**src/rtl/phy_tx_pkg.sv**
```systemverilog
// -----------------------------------------------------------------------------
// phy_tx_pkg
// Shared definitions for the PHY TX lane striper:
//   IDLE_SYM_DEF  default idle symbol driven on every lane with no data in flight
//   tx_state_t    striper FSM state
//   calc_beats    number of beats a word is split into
//   lane_lsb      bit offset of a lane symbol inside a beat / data_out
// -----------------------------------------------------------------------------
package phy_tx_pkg;

    localparam logic [7:0] IDLE_SYM_DEF = 8'hBC;

    typedef enum logic {
        IDLE = 1'b0,
        SEND = 1'b1
    } tx_state_t;

    // Beats per word; returns 0 for a degenerate lane geometry so the
    // width check in the top fails loudly instead of dividing by zero.
    function automatic int calc_beats(input int word_w, input int lanes, input int lane_w);
        int beat_w;
        beat_w = lanes * lane_w;
        if (beat_w <= 0) begin
            return 0;
        end
        return word_w / beat_w;
    endfunction

    // Lane 0 carries the most significant symbol of a beat, so a beat lands
    // on data_out unchanged: lane l sits lanes-1-l symbols above bit 0.
    function automatic int lane_lsb(input int lane, input int lanes, input int lane_w);
        return (lanes - 1 - lane) * lane_w;
    endfunction

endpackage

```
**src/rtl/phy_tx_fifo.sv**
```systemverilog
// -----------------------------------------------------------------------------
// phy_tx_fifo
// Synchronous FIFO with occupancy count. Head word is presented on dout
// without a read latency so the consumer can load it on the popping edge.
// Ports:
//   clk_f   clock
//   reset   asynchronous active-low reset, empties the FIFO
//   push    write din (ignored when full)
//   din     write data
//   pop     advance the head (ignored when empty)
//   dout    head word
//   full    level == DEPTH
//   empty   level == 0
//   level   occupancy 0..DEPTH
// -----------------------------------------------------------------------------
module phy_tx_fifo #(
    parameter int WIDTH = 32,
    parameter int DEPTH = 4
) (
    input  logic                     clk_f,
    input  logic                     reset,
    input  logic                     push,
    input  logic [WIDTH-1:0]         din,
    input  logic                     pop,
    output logic [WIDTH-1:0]         dout,
    output logic                     full,
    output logic                     empty,
    output logic [$clog2(DEPTH):0]   level
);

    localparam int AW = $clog2(DEPTH);

    logic [WIDTH-1:0] mem [DEPTH];
    logic [AW-1:0]    wr_ptr;
    logic [AW-1:0]    rd_ptr;
    logic             do_push;
    logic             do_pop;

    assign do_push = push && !full;
    assign do_pop  = pop && !empty;

    assign full  = (level == (AW+1)'(DEPTH));
    assign empty = (level == '0);
    assign dout  = mem[rd_ptr];

    // Pointers wrap naturally because DEPTH is a power of two.
    always_ff @(posedge clk_f or negedge reset) begin
        if (!reset) begin
            wr_ptr <= '0;
            rd_ptr <= '0;
            level  <= '0;
        end else begin
            if (do_push) begin
                wr_ptr <= wr_ptr + 1'b1;
            end
            if (do_pop) begin
                rd_ptr <= rd_ptr + 1'b1;
            end
            case ({do_push, do_pop})
                2'b10:   level <= level + 1'b1;
                2'b01:   level <= level - 1'b1;
                default: level <= level;
            endcase
        end
    end

    // Storage needs no reset: contents are only visible through level.
    always_ff @(posedge clk_f) begin
        if (do_push) begin
            mem[wr_ptr] <= din;
        end
    end

endmodule

```
**src/rtl/phy_tx_lane_striper.sv**
```systemverilog
// -----------------------------------------------------------------------------
// phy_tx_lane_striper
// Buffers WORD_W-bit words in a DEPTH-entry FIFO and stripes each one across
// LANES lanes as BEATS consecutive beats, most significant beat first. Lanes
// carry IDLE_SYM whenever no word is in flight. All outputs are registered.
// Ports:
//   clk_f       clock, all state on the rising edge
//   reset       asynchronous active-low reset
//   active      link enable; low stops new words from starting
//   in_valid    input word valid
//   in_ready    FIFO can accept (never raised by a same-cycle pop)
//   data_in     input word
//   data_out    current beat; lane 0 is the most significant symbol
//   valid_out   per-lane valid, all bits equal
//   fifo_level  FIFO occupancy 0..DEPTH
//
// state | meaning
// ------+--------------------------------------------------------------
// IDLE  | lanes idle; loads the FIFO head when active and data waiting
// SEND  | drives beat beat_cnt; on the last beat chains the next word
// -----------------------------------------------------------------------------
module phy_tx_lane_striper
    import phy_tx_pkg::*;
#(
    parameter int                WORD_W   = 32,
    parameter int                LANES    = 2,
    parameter int                LANE_W   = 8,
    parameter int                DEPTH    = 4,
    parameter logic [LANE_W-1:0] IDLE_SYM = LANE_W'(IDLE_SYM_DEF)
) (
    input  logic                      clk_f,
    input  logic                      reset,
    input  logic                      active,
    input  logic                      in_valid,
    output logic                      in_ready,
    input  logic [WORD_W-1:0]         data_in,
    output logic [LANES*LANE_W-1:0]   data_out,
    output logic [LANES-1:0]          valid_out,
    output logic [$clog2(DEPTH):0]    fifo_level
);

    localparam int BEAT_W = LANES * LANE_W;
    localparam int BEATS  = calc_beats(WORD_W, LANES, LANE_W);
    localparam int CNT_W  = (BEATS > 1) ? $clog2(BEATS) : 1;
    localparam logic [CNT_W-1:0] LAST_BEAT = CNT_W'(BEATS - 1);

    generate
        if (BEATS < 1 || WORD_W != BEATS * BEAT_W) begin : g_bad_width
            $error("phy_tx_lane_striper: WORD_W must be a whole multiple of LANES*LANE_W");
        end
        if (DEPTH < 2 || (DEPTH & (DEPTH - 1)) != 0) begin : g_bad_depth
            $error("phy_tx_lane_striper: DEPTH must be a power of two and at least 2");
        end
    endgenerate

    tx_state_t          state;
    logic [WORD_W-1:0]  shift_reg;
    logic [CNT_W-1:0]   beat_cnt;
    logic               rst_done;
    logic               fifo_full;
    logic               fifo_empty;
    logic [WORD_W-1:0]  fifo_head;
    logic               push;
    logic               pop;
    logic               last_beat;
    logic [BEAT_W-1:0]  lane_beat;

    // rst_done keeps in_ready low until the first edge after reset release.
    assign in_ready  = rst_done && !fifo_full;
    assign push      = in_valid && in_ready;
    assign last_beat = (beat_cnt == LAST_BEAT);
    assign pop       = active && !fifo_empty &&
                       ((state == IDLE) || ((state == SEND) && last_beat));

    phy_tx_fifo #(
        .WIDTH (WORD_W),
        .DEPTH (DEPTH)
    ) u_fifo (
        .clk_f (clk_f),
        .reset (reset),
        .push  (push),
        .din   (data_in),
        .pop   (pop),
        .dout  (fifo_head),
        .full  (fifo_full),
        .empty (fifo_empty),
        .level (fifo_level)
    );

    // The shift register always holds the current beat in its top BEAT_W
    // bits; split it into lane symbols in lane order.
    always_comb begin
        lane_beat = '0;
        for (int l = 0; l < LANES; l++) begin
            lane_beat[lane_lsb(l, LANES, LANE_W) +: LANE_W] =
                shift_reg[WORD_W - 1 - l * LANE_W -: LANE_W];
        end
    end

    always_ff @(posedge clk_f or negedge reset) begin
        if (!reset) begin
            state     <= IDLE;
            shift_reg <= '0;
            beat_cnt  <= '0;
            rst_done  <= 1'b0;
            data_out  <= {LANES{IDLE_SYM}};
            valid_out <= '0;
        end else begin
            rst_done <= 1'b1;
            case (state)
                IDLE: begin
                    data_out  <= {LANES{IDLE_SYM}};
                    valid_out <= '0;
                    if (pop) begin
                        shift_reg <= fifo_head;
                        beat_cnt  <= '0;
                        state     <= SEND;
                    end
                end
                SEND: begin
                    data_out  <= lane_beat;
                    valid_out <= '1;
                    if (last_beat) begin
                        beat_cnt <= '0;
                        // Chaining on the last beat avoids an idle bubble
                        // between back-to-back words.
                        if (pop) begin
                            shift_reg <= fifo_head;
                        end else begin
                            state <= IDLE;
                        end
                    end else begin
                        beat_cnt  <= beat_cnt + 1'b1;
                        shift_reg <= shift_reg << BEAT_W;
                    end
                end
                default: begin
                    state <= IDLE;
                end
            endcase
        end
    end

endmodule

```
**config.mk**
```make
export PLATFORM = sky130hd
export DESIGN_NAME = phy_tx_lane_striper
export DESIGN_NICKNAME = d
export VERILOG_FILES = /design/src/rtl/phy_tx_pkg.sv /design/src/rtl/phy_tx_fifo.sv /design/src/rtl/phy_tx_lane_striper.sv
export SDC_FILE = /design/constraint.sdc
export NUM_CORES = 1
export LEC_CHECK = 0
export ABC_CLOCK_PERIOD_IN_PS = 4200
export BUFFER_PORTS_ARGS = -buffer_cell sky130_fd_sc_hd__clkbuf_2
export CORE_UTILIZATION = 37
export DETAILED_ROUTE_END_ITERATION = 10
export PLACE_DENSITY = 0.61
export SLEW_MARGIN = 15
export SYNTH_ARGS = -nofsm -noshare
export SYNTH_HDL_FRONTEND = slang
export SYNTH_SLANG_ARGS = --single-unit
```
**constraint.sdc**
```tcl
create_clock -name clk_f -period 4.2 [get_ports clk_f]
set_clock_uncertainty 0.2 [all_clocks]
set_input_delay 0 -clock clk_f [delete_from_list [all_inputs] [get_ports clk_f]]
set_output_delay 0 -clock clk_f [all_outputs]
set_load 0.02 [all_outputs]
```
== After elaboration in Yosys (flattened, before gate mapping) ==
Memory sizes are Yosys's and may differ from the RTL's.
Cells that the tools add are included.
Operators by class
  bitwise gates (word level): 1
  equality and inequality tests: 4
  $add $sub $neg: 5
  multiplexer cells: 14
  reduce and logical (&&, ||, !) cells: 12
Operators with widths (count)
  2-to-1 mux 32 bit: 2
  case mux 32 bit (2 select lines): 1
  case mux 16 bit (2 select lines): 1
  logical AND 1 bit: 7
  2-to-1 mux 1 bit: 6
  case mux 3 bit (2 select lines): 1
  adder 2 x 1 -> 2 bit (second input constant): 2
  case mux 1 bit (2 select lines): 2
  case mux 2 bit (2 select lines): 1
  adder 3 x 1 -> 3 bit (second input constant): 1
  equality test 3 bit (second input constant): 1
  zero test 3 bit: 1
  subtractor 3 x 1 -> 3 bit (second input constant): 1
  equality test 2 x 1 -> 1 bit (second input constant): 1
  equality test 2 bit (second input constant): 1
  zero test 1 bit: 2
  != test 2 x 1 -> 1 bit (second input constant): 1
  nonzero test 2 bit: 1
  adder 1 bit (second input constant): 1
  logical OR 1 bit: 1
  inverter 1 bit: 1
Storage, ports and cells
  memories kept: 1
  input port bits: 36
  memory bits (writable): 128
  output and inout port bits: 22
  logic and storage cells: 46
  flip-flop bits (word level): 60
Memory list
  u_fifo.mem: words 4, width 32, rd ports 1, clocked after Yosys merged registers in 0, write ports 1, line phy_tx_fifo.sv:33  | logic [WIDTH-1:0] mem [DEPTH];

== Logic depth before layout (Yosys ltp) ==
  depth after elaboration: 7
  gate-level depth with buffers: 10
  mapped depth without buffers: 9

== Cells and area by module ==
Synthesis repeated with hierarchy kept, for this count alone.
Second synthesis, totals
  cell total of the unflattened synthesis: 412
  area, all modules: 7173.1 um^2
By module, submodules not included
  phy_tx_fifo: seq. area each 4018.9 um^2, cells an instance 205, times used 1, area an instance 5091.1 um^2
  phy_tx_lane_striper: seq. area each 1313.8 um^2, cells an instance 207, times used 1, area an instance 2082.0 um^2

== Least setup slack after synthesis ==
OpenSTA, ideal clock, no wires.
  path type: register -> register
  start point: register state
  end point: register u_fifo.level[2]
  stages on the path, launching flop included: 11
  path buffers: 2
  data arrival time: 2192 ps
  data required time: 3920 ps
  period minus slack after synthesis: 2472 ps
  setup time: 80 ps
  path slack: 1728 ps
  cells stage by stage: dfrtp_1 -> nor2b_1 -> buf_2 -> nor2_2 -> buf_2 -> ha_1 -> inv_1 -> fa_1 -> xor2_1 -> nor2_1 -> xnor2_1
Between the ends
  longest elaborated chain between the ends: 6
  elaborated cells on any way between the ends: 9
  those cells by class: eq/ne (2); mux (1); bitwise (1); reduce/logical (5)
RTL lines
  start: declaration: line phy_tx_lane_striper.sv:56  | tx_state_t state;
  start signal: assignment: line phy_tx_lane_striper.sv:102  | state <= IDLE;
  start signal: assignment: line phy_tx_lane_striper.sv:117  | state <= SEND;
  start signal: assignment: line phy_tx_lane_striper.sv:130  | state <= IDLE;
  logical AND 1 bit or inverter 1 bit (tied branches)
  logical OR 1 bit (*): line phy_tx_lane_striper.sv:73  | ((state == IDLE) || ((state == SEND) && last_beat));
  logical AND 1 bit (*): line phy_tx_lane_striper.sv:72  | assign pop = active && !fifo_empty &&
  logical AND 1 bit (*): line phy_tx_fifo.sv:40  | assign do_pop = pop && !empty;
  via u_fifo.do_pop: line phy_tx_fifo.sv:37  | logic do_pop;
  equality test 2 x 1 -> 1 bit or equality test 2 bit (tied branches): line phy_tx_fifo.sv:59  | case ({do_push, do_pop})
  case mux 3 bit (2 select lines) or nonzero test 2 bit (tied branches)
  end signal: assignment: line phy_tx_fifo.sv:60  | 2'b10: level <= level + 1'b1;
  end signal: assignment: line phy_tx_fifo.sv:61  | 2'b01: level <= level - 1'b1;
  end signal: assignment: line phy_tx_fifo.sv:62  | default: level <= level;
  end: declaration: line phy_tx_fifo.sv:28  | output logic [$clog2(DEPTH):0] level
The timed path passes the listed nets; every way through them passes the cells marked *.
A chain may end at the register's enable or synchronous reset.

== Final worst setup path ==
  start point: register u_fifo.level[0]
  end point: register u_fifo.level[1]
Between the ends
  longest elaborated chain between the ends: 7
  elaborated cells on any way between the ends: 16
  those cells by class: add/sub (2); eq/ne (3); mux (1); reduce/logical (10)
RTL lines (line)
  equality test 3 bit or zero test 3 bit (tied branches): phy_tx_fifo.sv:42, phy_tx_fifo.sv:43
  zero test 1 bit, on equally long branches
  logical AND 1 bit, on equally long branches: phy_tx_lane_striper.sv:69, phy_tx_lane_striper.sv:72
  logical AND 1 bit, on equally long branches: phy_tx_lane_striper.sv:70, phy_tx_lane_striper.sv:72
  logical AND 1 bit, on equally long branches: phy_tx_fifo.sv:39, phy_tx_fifo.sv:40
  equality test 2 x 1 -> 1 bit or equality test 2 bit (tied branches): phy_tx_fifo.sv:59
  case mux 3 bit (2 select lines) or nonzero test 2 bit (tied branches)
Parallel ways exist; a longest one is shown, timed or not.

==> results by stage <==
STA:
- Setup violations remaining at the end of the flow were counted as 0.
- The number of hold violations in the final report came to 0.
- The summed negative setup slack over all endpoints is 0 ps.
- Subtracting the final worst setup slack from the clock period gives 3094 ps.
- At the pin with the least slew margin, the transition time is 1141 ps.
- The worst slew margin relative to its limit is a little under a quarter.
- The fmax is 323.2 MHz.
- The worst path uses 73.66% of the clock period.
- The number of max-slew violations in the final report is 0.
- Across all hold checks on the routed design, the worst slack comes to about 60 ps.
- Setup repair after global routing left no endpoint under its margin.

CTS:
- The CTS H-tree depth is 4.
- The buffer cell driving the clock tree root is clkbuf_16.
- The clock reaches the later pin of the worst-skew pair after 420 ps.
- The clock sink count is 187.
- The post-CTS setup repair buffer count is 0.
- Counting along the longest clock path gives a buffer depth of 2.
- The count of instances resized after the clock tree is built is 0.
- The number of buffers inserted during clock tree synthesis is 17.
- The CTS tree is done.
- The clock edge transition at the registers on the reported setup and hold paths is ~70 ps.
- Hold repair after CTS inserted 35 buffers.

Global route:
- The met3 layer usage reported by global route is under 10%.
- The initial antenna violation count is 0.
- Global routing consumed, on the met2 layer, 22.61% of the routing resources.
- The first global-routing pass estimated just over 20000 µm of wire.
- The maximum number of pins on one net before global-route repair is 60.
- The most congested layer reported by global routing is met2.
- The via count of the first global-routing pass was 3639.
- The overall track demand over capacity in global routing is about 14%.
- The total overflow left after global routing is 0.
- The met1 track utilization from global routing is a little under a fifth.

Die:
- The core region is roughly 19000 µm².
- The x dimension of the die is 139.9 µm.
- For this configuration, the core starts out at a cell density of 37.63%.
- The die covers between 15000 and 20000 µm².
- The floorplan die height is 139.9 µm.
- The floorplan row count is 50.
- Pin placement for this block handled 58 I/O pins.

Worst setup path:
- The worst register-to-register path has a depth of 6.
- The critical setup path kind is reg2reg.
- The maximum fanout count along the critical path is 18.
- The startpoint of the worst-slack reg-to-reg timing path is u_fifo.level[0]$_DFFE_PN0P_.
- The capture point of the worst reg-to-reg path is u_fifo.level[1]$_DFFE_PN0P_.
- The worst setup path is captured at a flip-flop.
- The minimum setup slack among reg-to-reg paths is 1110 ps.
- The required time at the endpoint of the critical path is around 4300 ps.
- The first element of the critical path is u_fifo.level[0]$_DFFE_PN0P_.
- The arrival time at the worst endpoint is between 3000 and 4000 ps.
- STA classifies the critical path startpoint as a flip-flop.

Power and ir drop:
- IR analysis of the VDD net gives a maximum drop of 0.3264 mV.
- In this run switching power makes up 29.93% of total power.
- The analysis attributes to net switching a power of 1698 µW.
- The share of total power in sequential cells is 47.4%.
- In this run the power density over the cells is 670.9 nW/µm².
- Cell internal power was estimated by the tool at 3975 µW.
- The combinational share of power is 26.7%.
- The leakage dissipation is 0.003138 µW.
- Per report_power, the clock group accounts for 25.8% of the total.

Final layout:
- After the last flow step, the layout net total stands at 483.
- The most common cell after layout, fill and taps aside is edfxtp_1.
- The flip-flop count of the largest register, all copies and words added is 128.
- The area growth from synthesis to layout is 20.12%.
- In the layout the commonest cells are 128 x edfxtp_1, 57 x clkbuf_2, 48 x dfrtp_1.
- For this run, the number of standard cells in the final layout without fillers is 688.
- The layout filler cell count is around 1600.
- Of the cells placed in the final design, the portion with a size suffix greater than 1 is 32.38%.
- The number of antenna diodes in the final layout is 0.

Synth:
- Yosys mapped a number of flops with a built-in enable equal to between 100 and 150.
- The post-synthesis instance area is 7038 µm².
- The synthesized netlist contains 34 unique library cells.
- After synthesis the netlist holds a flip-flop and latch count of 187.
- The fraction of registers with async set or reset after synthesis is a little under a third.
- Sequential cells were found to cover approximately three quarters of the synthesized design area.
- Counting every net in the synthesized netlist gives 383.
- Each instance of the synthesized netlist takes up on average just over 20 µm².
- For this run, the number of Yosys warnings is 0.
- The commonest register cell after synthesis is edfxtp_1.
- The synthesized instance count is 341.

Run:
- The number of max-cap violations is 0.

Place:
- At the end of routability-driven placement, the weighted congestion stood at between 0.7 and 0.8.
- The HPWL after detailed placement is between 7000 and 8000 µm.
- The number of I/O port buffers is 57.
- In this run, placement finished with an instance count of between 600 and 700.

Route:
- The post-detailed-route count of antenna-violating nets is 0.
- The first TritonRoute pass finished after 4 iterations.
- After detailed routing, the number of remaining DRC violations is 0.
- The post-detailed-route via-to-cell ratio is 4.968.
- The routed layout has 3418 vias.
- The routed design has 12660 µm of wire.
- The average wire length per cell after detail routing is 18.40 µm.
- For this block, the initial DRC count from the detailed router was 247.

Min path:
- The type of the worst min-delay path is in2async.

Outcome:
- The flow ran to the end, and the final reports show no timing, DRC or antenna violations.
cells in the mapped netlist, types with 4 or more instances:
cell type / instances / share of area [%]
inv_1: 7 / 0.37
dfrtp_1: 49 / 17
xnor2_1: 4 / 0.50
or3_1: 16 / 1.4
clkbuf_1: 5 / 0.27
edfxtp_1: 128 / 55
mux4_2: 20 / 6.4
ha_1: 5 / 0.89
and2_1: 10 / 0.89
buf_2: 7 / 0.50
dfstp_2: 10 / 3.7
o221a_2: 16 / 2.6
a22o_1: 16 / 2.0
mux4_1: 12 / 4.5
nand2b_1: 12 / 1.1
cells by family after synthesis:
logic type / count (synthesis) / share of synthesized area (%)
fa+ha+maj: 6 / 1.173
mux: 33 / 11.04
flops: 187 / 75.77
simple gates: 44 / 3.893
other cells: 1 / 0.05328
compound gates: 38 / 5.262
buf+inv: 26 / 2.062
xor+xnor: 6 / 0.7467
routing by layer:
metal / routed length (µm) / up-vias / part of all wire [%]
met5: 0 / - / 0
met4: 146 / 0 / 1.2
met3: 487 / 15 / 3.8
met2: 6295 / 69 / 50
met1: 5733 / 1764 / 45
li1: - / 1570 / -
worst max path at each step:
stage / to / slack [ps] / cells after the start
floorplan: u_fifo.level[2]$_DFFE_PN0P_ / 1730 / 10
global placement: u_fifo.level[1]$_DFFE_PN0P_ / 1030 / 6
detailed placement: u_fifo.level[1]$_DFFE_PN0P_ / 860 / 6
CTS: u_fifo.level[1]$_DFFE_PN0P_ / 850 / 6
global route: u_fifo.level[1]$_DFFE_PN0P_ / 910 / 6
finish: u_fifo.level[1]$_DFFE_PN0P_ / 1110 / 6
through the flow:
step | util, % | area (µm²) | worst slack (ps) | power, µW
CTS | 45.18 | 8452 | 852.0 | 5754
global route | 45.20 | 8454 | 913.8 | 5979
detailed placement | 40.39 | 7555 | 860.5 | 4254
finish | 45.20 | 8454 | 1106 | 5672
global placement | 40.39 | 7555 | 1028 | 4206
floorplan | - | 7038 | 1728 | 3811
worst max-delay path: stages, from the launching register on:
cell     delay (ps)
dfrtp_1         460
o31ai_2         990
nor2_2          360
ha_1            340
inv_1            70
fa_1            390
o21ai_0         180
power groups by stage:
| stage | sequential [µW] | clock (µW) | combinational, µW |
|---|---|---|---|
| after floorplan | 2690 | 0 | 1120 |
| after CTS | 2700 | 1500 | 1550 |
| after global placement | 2710 | 0 | 1490 |
| final | 2690 | 1460 | 1520 |
| after detailed placement | 2730 | 0 | 1520 |
| after global routing | 2740 | 1580 | 1660 |
cell type report:
type                            count  area (µm²)  share of cell area, %
Timing Repair Buffer               99       688.2                  8.140
Tap cell                          234       292.8                  3.463
Sequential cell                   187        5334                  63.09
Clock buffer                       22       485.5                  5.742
Inverter                            8       30.03                 0.3552
Clock inverter                     10       61.31                 0.7252
Multi-Input combinational cell    128        1563                  18.48
(Power assumes the default switching activity.)
